$ cat config.mk
export PLATFORM = sky130hd
export DESIGN_NAME = moveq_fifo_flat
export DESIGN_NICKNAME = d
export VERILOG_FILES = /design/src/rtl/moveq_fifo_if.sv /design/src/rtl/moveq_fifo.sv /design/src/flat_wrapper.sv
export SDC_FILE = /design/constraint.sdc
export NUM_CORES = 1
export LEC_CHECK = 0
export CELL_PAD_IN_SITES_DETAIL_PLACEMENT = 0
export CELL_PAD_IN_SITES_GLOBAL_PLACEMENT = 2
export CORE_MARGIN = 8
export CORE_UTILIZATION = 46
export CTS_CLUSTER_DIAMETER = 100
export CTS_CLUSTER_SIZE = 28
export DETAILED_ROUTE_END_ITERATION = 16
export PLACE_DENSITY = 0.92
export SYNTH_ARGS = -nofsm -noshare
export SYNTH_HDL_FRONTEND = slang
export SYNTH_SLANG_ARGS = --single-unit
$ cat constraint.sdc
create_clock -name clk -period 10.4 [get_ports clk]
set_clock_uncertainty 0.1 [all_clocks]
set_input_delay 2.08 -clock clk [delete_from_list [all_inputs] [get_ports clk]]
set_output_delay 2.08 -clock clk [all_outputs]
set_load 0.1 [all_outputs]
$ cat src/rtl/moveq_fifo_if.sv
// Bundles the moveq_fifo consumer handshake and the wishbone slave port.
// The slave modport is the FIFO side; the master modport drives it.
interface moveq_fifo_if;
  logic        pin_have_space;
  logic [63:0] mq_data;
  logic        mq_avail;
  logic        mq_pull;
  logic        wb_stb_i;
  logic        wb_cyc_i;
  logic        wb_we_i;
  logic [3:0]  wb_adr_i;
  logic [31:0] wb_dat_i;
  logic [31:0] wb_dat_o;
  logic        wb_ack_o;

  modport slave (
    output pin_have_space,
    output mq_data,
    output mq_avail,
    input  mq_pull,
    input  wb_stb_i,
    input  wb_cyc_i,
    input  wb_we_i,
    input  wb_adr_i,
    input  wb_dat_i,
    output wb_dat_o,
    output wb_ack_o
  );

  modport master (
    input  pin_have_space,
    input  mq_data,
    input  mq_avail,
    output mq_pull,
    output wb_stb_i,
    output wb_cyc_i,
    output wb_we_i,
    output wb_adr_i,
    output wb_dat_i,
    input  wb_dat_o,
    input  wb_ack_o
  );
endinterface

$ cat src/rtl/moveq_fifo.sv
// Move queue: wishbone-fed circular FIFO of {interval, countadd} entries
// drained by a pull/avail consumer, with sticky overflow and a status word.
module moveq_fifo #(
  parameter int unsigned DEPTH = 4
) (
  input  logic       clk,
  input  logic       rst,
  moveq_fifo_if.slave bus
);

  localparam int unsigned AW       = (DEPTH > 1) ? $clog2(DEPTH) : 1;
  localparam int unsigned CW       = AW + 1;
  localparam int unsigned EW       = 64;
  localparam logic [CW-1:0] FULL_CNT = CW'(DEPTH);

  localparam logic [3:0] ADR_PUSH     = 4'd0;
  localparam logic [3:0] ADR_INTERVAL = 4'd1;
  localparam logic [3:0] ADR_STATUS   = 4'd2;
  localparam logic [3:0] ADR_CTRL     = 4'd3;

  logic [EW-1:0] mem [DEPTH];

  logic [AW-1:0] head;
  logic [AW-1:0] tail;
  logic [CW-1:0] count;
  logic [31:0]   interval;
  logic          overflow;

  logic [AW-1:0] head_nxt;
  logic [AW-1:0] tail_nxt;
  logic [CW-1:0] count_nxt;
  logic [31:0]   interval_nxt;
  logic          overflow_nxt;

  logic wr;
  logic push_req;
  logic load_interval;
  logic flush;
  logic clr_ovf;
  logic empty;
  logic full;
  logic pop;
  logic push_ok;
  logic ovf_set;
  logic [31:0] status;

  // Wishbone write decode
  assign wr            = bus.wb_cyc_i & bus.wb_stb_i & bus.wb_we_i;
  assign push_req      = wr & (bus.wb_adr_i == ADR_PUSH);
  assign load_interval = wr & (bus.wb_adr_i == ADR_INTERVAL);
  assign flush         = wr & (bus.wb_adr_i == ADR_CTRL) & bus.wb_dat_i[0];
  assign clr_ovf       = wr & (bus.wb_adr_i == ADR_CTRL) & bus.wb_dat_i[1];

  assign empty   = (count == '0);
  assign full    = (count == FULL_CNT);
  assign pop     = bus.mq_pull & ~empty;
  // A full queue still takes a push when the head leaves in the same cycle
  assign push_ok = push_req & (~full | pop);
  assign ovf_set = push_req & full & ~pop;

  // Next-state for pointers, occupancy, staging interval and overflow
  always_comb begin
    head_nxt     = head;
    tail_nxt     = tail;
    count_nxt    = count;
    interval_nxt = interval;
    overflow_nxt = overflow;

    if (load_interval) begin
      interval_nxt = bus.wb_dat_i;
    end

    if (flush) begin
      head_nxt  = '0;
      tail_nxt  = '0;
      count_nxt = '0;
    end else begin
      if (pop) begin
        head_nxt = head + AW'(1);
      end
      if (push_ok) begin
        tail_nxt = tail + AW'(1);
      end
      if (push_ok && !pop) begin
        count_nxt = count + CW'(1);
      end else if (pop && !push_ok) begin
        count_nxt = count - CW'(1);
      end
    end

    if (ovf_set) begin
      overflow_nxt = 1'b1;
    end else if (clr_ovf) begin
      overflow_nxt = 1'b0;
    end
  end

  always_ff @(posedge clk or posedge rst) begin
    if (rst) begin
      head     <= '0;
      tail     <= '0;
      count    <= '0;
      interval <= '0;
      overflow <= 1'b0;
    end else begin
      head     <= head_nxt;
      tail     <= tail_nxt;
      count    <= count_nxt;
      interval <= interval_nxt;
      overflow <= overflow_nxt;
    end
  end

  // Entry storage is not reset; the empty mask on mq_data hides stale words
  always_ff @(posedge clk) begin
    if (!rst && push_ok && !flush) begin
      mem[tail] <= {interval, bus.wb_dat_i};
    end
  end

  assign bus.mq_avail       = ~empty;
  assign bus.pin_have_space = ~full;
  assign bus.mq_data        = empty ? '0 : mem[head];
  assign bus.wb_ack_o       = 1'b1;

  assign status = {13'd0, full, empty, overflow, 16'(count)};

  always_comb begin
    bus.wb_dat_o = '0;
    case (bus.wb_adr_i)
      ADR_INTERVAL: bus.wb_dat_o = interval;
      ADR_STATUS:   bus.wb_dat_o = status;
      default:      bus.wb_dat_o = '0;
    endcase
  end

endmodule

$ cat src/flat_wrapper.sv
// flat-port wrapper written by rule: the top's interface ports become plain ports
module moveq_fifo_flat 
#(
  parameter int unsigned DEPTH = 4
)
  (clk, rst, bus_pin_have_space, bus_mq_data, bus_mq_avail, bus_mq_pull, bus_wb_stb_i, bus_wb_cyc_i, bus_wb_we_i, bus_wb_adr_i, bus_wb_dat_i, bus_wb_dat_o, bus_wb_ack_o);
  moveq_fifo_if bus_i ();
  input  logic clk;
  input  logic rst;
  output wire logic [$bits(bus_i.pin_have_space)-1:0] bus_pin_have_space;
  output wire logic [$bits(bus_i.mq_data)-1:0] bus_mq_data;
  output wire logic [$bits(bus_i.mq_avail)-1:0] bus_mq_avail;
  input wire logic [$bits(bus_i.mq_pull)-1:0] bus_mq_pull;
  input wire logic [$bits(bus_i.wb_stb_i)-1:0] bus_wb_stb_i;
  input wire logic [$bits(bus_i.wb_cyc_i)-1:0] bus_wb_cyc_i;
  input wire logic [$bits(bus_i.wb_we_i)-1:0] bus_wb_we_i;
  input wire logic [$bits(bus_i.wb_adr_i)-1:0] bus_wb_adr_i;
  input wire logic [$bits(bus_i.wb_dat_i)-1:0] bus_wb_dat_i;
  output wire logic [$bits(bus_i.wb_dat_o)-1:0] bus_wb_dat_o;
  output wire logic [$bits(bus_i.wb_ack_o)-1:0] bus_wb_ack_o;
  assign bus_pin_have_space = bus_i.pin_have_space;
  assign bus_mq_data = bus_i.mq_data;
  assign bus_mq_avail = bus_i.mq_avail;
  assign bus_i.mq_pull = bus_mq_pull;
  assign bus_i.wb_stb_i = bus_wb_stb_i;
  assign bus_i.wb_cyc_i = bus_wb_cyc_i;
  assign bus_i.wb_we_i = bus_wb_we_i;
  assign bus_i.wb_adr_i = bus_wb_adr_i;
  assign bus_i.wb_dat_i = bus_wb_dat_i;
  assign bus_wb_dat_o = bus_i.wb_dat_o;
  assign bus_wb_ack_o = bus_i.wb_ack_o;
  moveq_fifo #(.DEPTH(DEPTH)) u_core (.clk(clk), .rst(rst), .bus(bus_i));
endmodule
==> results of run 1 <==
==> through the flow <==
step	cell area, µm²	hold WS (ps)	std cells	setup slack [ps]	utilization
global placement	13400	409	1020	3350	0.537
finish	13900	421	1044	3330	0.553
global route	13900	469	1044	3150	0.553
CTS	13900	418	1044	3280	0.553
detailed placement	13400	398	1020	3280	0.537
floorplan	11700	367	573	2040	-
==> flip-flops by register name, indices dropped and copies added, names as in the netlist <==
name / flops
u_core.overflow: 1
u_core.head: 2
u_core.count: 3
u_core.tail: 2
u_core.interval: 32
u_core.mem: 256
==> how the worst max path moves through the flow <==
stage,depth (start not counted),start,end
after floorplan,3,bus_wb_adr_i[0],u_core.mem[1][0]$_DFFE_PP_
after global placement,5,bus_wb_adr_i[1],bus_wb_dat_o[17]
after detailed placement,5,bus_wb_adr_i[1],bus_wb_dat_o[19]
after CTS,5,bus_wb_adr_i[1],bus_wb_dat_o[19]
after global routing,5,bus_wb_adr_i[0],bus_wb_dat_o[16]
final,5,bus_wb_adr_i[1],bus_wb_dat_o[17]
==> area by class of cell <==
type | instances | share of cell area
Clock buffer | 23 | 0.0293
Clock inverter | 1 | 0.00117
Inverter | 6 | 0.00163
Multi-Input combinational cell | 239 | 0.205
Sequential cell | 296 | 0.628
Tap cell | 330 | 0.0298
Timing Repair Buffer | 149 | 0.106
==> cell families (layout without fill, tap and decap cells) <==
kind of cell,after synthesis,after routing
flops,296,296
simple gates,116,116
mux,97,97
buf+inv,38,179
compound gates,15,15
fa+ha+maj,6,6
xor+xnor,4,4
other cells,1,1
==> metal layers <==
metal  global-route usage  up-vias  routed length [µm]
met5                    0        -                  13
met4               0.0343        2                 408
met3               0.0298       30                1410
met2                0.260      184               11700
met1                0.212     3006               10600
li1                     -     2512                   -
==> layout by cell type, fill, tap and decap left out, types with 2 or more instances in the layout <==
cell type,netlist,layout
a22o_1,5,5
dfrtp_1,40,38
clkbuf_1,19,8
ha_1,5,5
nor3b_2,1,3
a21oi_1,3,3
a32o_1,2,2
inv_1,6,4
and2_1,91,90
dfrtp_4,0,2
mux2_1,32,32
mux4_2,64,64
edfxtp_1,256,256
nor2_1,5,5
clkbuf_16,0,15
clkdlybuf4s50_1,0,139
inv_2,0,2
xor2_1,4,4
o31ai_1,3,3
buf_4,8,10
==> worst register-to-register path, cell delays in order (launching register included) <==
cell and delay (ps):
dfrtp_1 500, nor4b_2 250, or3_4 450, inv_1 80, ha_1 180, inv_1 70, fa_1 430, xor2_1 170
or3_1 320, a21oi_1 160
==> synth_stat cells, drive strengths merged (2+ instances only) <==
library cell,n,area [µm²]
and2,91,569
or3,2,17.5
inv,6,22.5
nor4b,2,38.8
or4,2,18.8
nor2,5,18.8
a21oi,3,15.0
nor3b,5,42.5
mux4,64,1440
mux2,32,360
clkbuf,19,71.3
xor2,4,35.0
a32o,2,20.0
a22o,5,43.8
dfrtp,40,1000
edfxtp,256,7690
o31ai,3,22.5
ha,5,62.6
buf,13,85.1
==> impl_metrics.yaml, run 1 <==
routing:
  wirelength_um: 24100
  drc: 0
  viasPerCell: 5.49
  drtAntennaViolNets: 0
  drt_first_pass_iters: 4
  drt_iter0_markers: 419
  wl_per_cell_um: 23.1
  num_vias: 5734
floorplanning:
  die_x_um: 175
  die_area_mm2: 0.0308
  ioPinCount: 141
  rows: 58
  coreArea_mm2: 0.0250
  die_h_um: 175
  start_util: 0.467
clock_network:
  cts-resized-gates: 0
  clock_tree.buffer_depth: 3
  cts_buffers: 14
  cts_sinks: 296
  cts_tree: "built"
  clk_pin_slew_ps: 90
  post-cts-setup-buffers: 0
  root_buffer: "clkbuf_16"
  cts-htree-levels: 1
  postCtsHoldBufs: 0
  clock_latency_ps: 490
grt:
  overflow: 0
  grt_pass1_wl_um: 37400
  grt_use_total: 0.157
  grt_max_degree: 66
  antenna_found_initial: 1
  grt_pass1_vias: 6303
yosys:
  yosys_warnings: 0
  synth-seq-cells: 296
  synth_mux_area_frac: 0.155
  async_flop_share: 0.135
  synth-xor-area-share: 0.00300
  syn_area_mm2: 0.0117
  synth_top_family_by_area: "multiplexers"
  synthCells: 573
  syn_nets: 621
  synthFlopType: "edfxtp_1"
  synthAdderAreaFrac: 0.00707
  seq_area_frac_synth: 0.744
  synth_edf_count: 256
  yosysUniqueCellTypes: 38
  synth.avg_cell_area_um2: 20.4
  synth-simple-area-share: 0.0657
  synth_compound_area_frac: 0.00985
critical_path:
  worst_ep_required_time_ps: 8220
  critPathCaptureType: "output port"
  critPathMaxStageDelay_ps: 1150
  crit_chain: "clkdlybuf4s50_1 -> nor4b_4 -> buf_4 -> a22o_1 -> clkdlybuf4s50_1"
  path_buf_inv: 3
  crit_fanout: 24
  path_class: "input port to output port"
  r2r_cells: 9
  cp.arrival_ps: 4890
  r2r_slack_ps: 7630
  cp_slowest_cell: "clkdlybuf4s50_1"
  crit_family: "buffers and inverters"
  crit_path_start_kind: "input port"
  crit_path_frequent_cell: "clkdlybuf4s50_1"
  r2r_start: "u_core.count[2]$_DFFE_PP0P_"
  rr_endpoint: "u_core.count[2]$_DFFE_PP0P_"
sta:
  rsz0062_at_grt: "false"
  fin_crit_ps: 7070
  hold_viol: 0
  setup_violations: 0
  finalCritPeriodShare: 0.680
  maxSlewHeadroom: 0.244
  setup_tns_ps: 0
  maxSlewViolCount: 0
  worstMarginPinSlew_ps: 1130
  max_clock_freq_mhz: 141
layout:
  multi_input_area_mm2: 0.00284
  seq_area_mm2: 0.00870
  syn2layout_area_growth_pct: 18.6
  drive_above_1_share: 0.147
  fill_cells: 1915
  diodes: 0
  nets: 754
worst_hold_path:
  hold_end: "u_core.overflow$_DFFE_PP0P_"
  hold_start: "u_core.overflow$_DFFE_PP0P_"
  hold_depth: 1
  worst_hold_path_type: "flop to flop"
status:
  status: "finished, final reports clean"
run:
  max_cap_violations: 0
placed_design:
  gp_congestion: 0.759
  dp_hpwl_um: 14400
  portBuffers: 139
Power of run 1 is not shown: default switching activity piles up to over one toggle a cycle in this logic, so the estimate is an artifact.
==> inputs of run 2 (changes only) <==
CORE_UTILIZATION = 42   (was 46)
PLACE_DENSITY = 0.86   (was 0.92)
clock period = 7.1 ns   (was 10.4 ns; I/O delays follow)
==> impl_metrics.yaml, run 2 (synthesis gave the netlist of run 1 again) <==
critical_path:
  worst_ep_required_time_ps: 5580
  path_class: "input port to output port"
  crit_fanout: 33
  cp.arrival_ps: 4010
  r2r_start: "u_core.count[2]$_DFFE_PP0P_"
  r2r_cells: 9
  rr_endpoint: "u_core.count[2]$_DFFE_PP0P_"
  r2r_slack_ps: 4350
  critPathCaptureType: "output port"
  crit_path_start_kind: "input port"
grt:
  grt_max_degree: 66
  grt_use_total: 0.148
  grt_pass1_vias: 6331
  antenna_found_initial: 0
  overflow: 0
  grt_pass1_wl_um: 38000
placed_design:
  place_inst: 1069
  gp_congestion: 0.706
  portBuffers: 139
  dp_hpwl_um: 15000
  post-place-ws_ps: 1530
run:
  max_cap_violations: 0
clock_network:
  clock_tree.buffer_depth: 3
  clk_pin_slew_ps: 100
  cts_tree: "built"
  cts-resized-gates: 0
  post-cts-setup-buffers: 0
  cts_sinks: 296
  clock_latency_ps: 490
  cts_buffers: 14
  postCtsHoldBufs: 0
  root_buffer: "clkbuf_16"
  cts-htree-levels: 1
sta:
  setup_violations: 0
  fin_ws_ps: 1570
  fin_crit_ps: 5530
  setup_tns_ps: 0
  maxSlewHeadroom: 0.248
  rsz0062_at_grt: "false"
  maxSlewViolCount: 0
  finalCritPeriodShare: 0.780
  hold_viol: 0
  worstMarginPinSlew_ps: 1130
  max_clock_freq_mhz: 181
layout:
  nets: 755
  final_cell_mix: "edfxtp_1 (256), clkdlybuf4s50_1 (139), and2_1 (90)"
  top_register: "u_core.mem"
  layout.cells.non_filler: 1092
  reg_top3: "u_core.mem (256), u_core.interval (32), u_core.count (3)"
  drive_above_1_share: 0.150
  largest_reg_flops: 256
  layout_commonest_cell: "edfxtp_1"
  syn2layout_area_growth_pct: 19.2
  fill_cells: 2212
  diodes: 0
routing:
  num_vias: 5714
  drt_first_pass_iters: 4
  drtAntennaViolNets: 0
  wirelength_um: 24700
  drt_iter0_markers: 466
  viasPerCell: 5.23
  drc: 0
  wl_per_cell_um: 22.6
floorplanning:
  start_util: 0.424
  die_area_mm2: 0.0334
  rows: 61
  die_x_um: 183
  coreArea_mm2: 0.0276
  die_h_um: 183
  ioPinCount: 141
status:
  status: "finished, final reports clean"
worst_hold_path:
  hold_end: "u_core.overflow$_DFFE_PP0P_"
  hold_start: "u_core.overflow$_DFFE_PP0P_"
  hold_depth: 1
  worst_hold_path_type: "flop to flop"
==> run 2: cell count changes in the layout (fill, tap and decap cells not counted) <==
cell	change
clkbuf_1	-2
buf_4	+1
inv_8	+1
clkbuf_8	+1
clkinv_8	-1
==> run 2: per-stage QoR <==
| stage | utilization | cell area (µm²) | hold WS [ps] |
|---|---|---|---|
| detailed placement | 0.490 | 13500 | 392 |
| global route | 0.505 | 13900 | 451 |
| CTS | 0.505 | 13900 | 414 |
| finish | 0.505 | 13900 | 427 |
| global placement | 0.490 | 13500 | 387 |
| floorplan | - | 11700 | 367 |
==> run 2: worst max-delay path by stage <==
stage	startpoint	end	slack (ps)	depth (start not counted)
after floorplan	bus_wb_adr_i[0]	u_core.mem[1][0]$_DFFE_PP_	-600	3
after global placement	bus_wb_adr_i[1]	bus_wb_dat_o[31]	1570	5
after detailed placement	bus_wb_adr_i[1]	bus_wb_dat_o[31]	1530	5
after CTS	bus_wb_adr_i[1]	bus_wb_dat_o[31]	1530	5
after global routing	bus_wb_adr_i[1]	bus_wb_dat_o[31]	1450	5
final	bus_wb_adr_i[1]	bus_wb_dat_o[9]	1570	5
==> run 2: critical path, stage by stage <==
cell,delay [ps]
clkdlybuf4s50_1,490
nor4b_4,290
buf_4,410
and2_1,240
clkdlybuf4s50_1,1150
==> run 2: layer usage <==
layer,share of wire,global-route usage
met3,0.056,0.0251
met4,0.013,0.0280
met5,0,0
met2,0.49,0.251
met1,0.44,0.202
==> run 2: area by class of cell <==
cell class	count	area, µm²	area share
Multi-Input combinational cell	239	2840	0.204
Sequential cell	296	8700	0.624
Timing Repair Buffer	150	1470	0.106
Clock buffer	22	412	0.0296
Clock inverter	1	11.3	0.000809
Tap cell	378	473	0.0340
Inverter	6	22.5	0.00162
Power of run 2 is left out for the same reason.
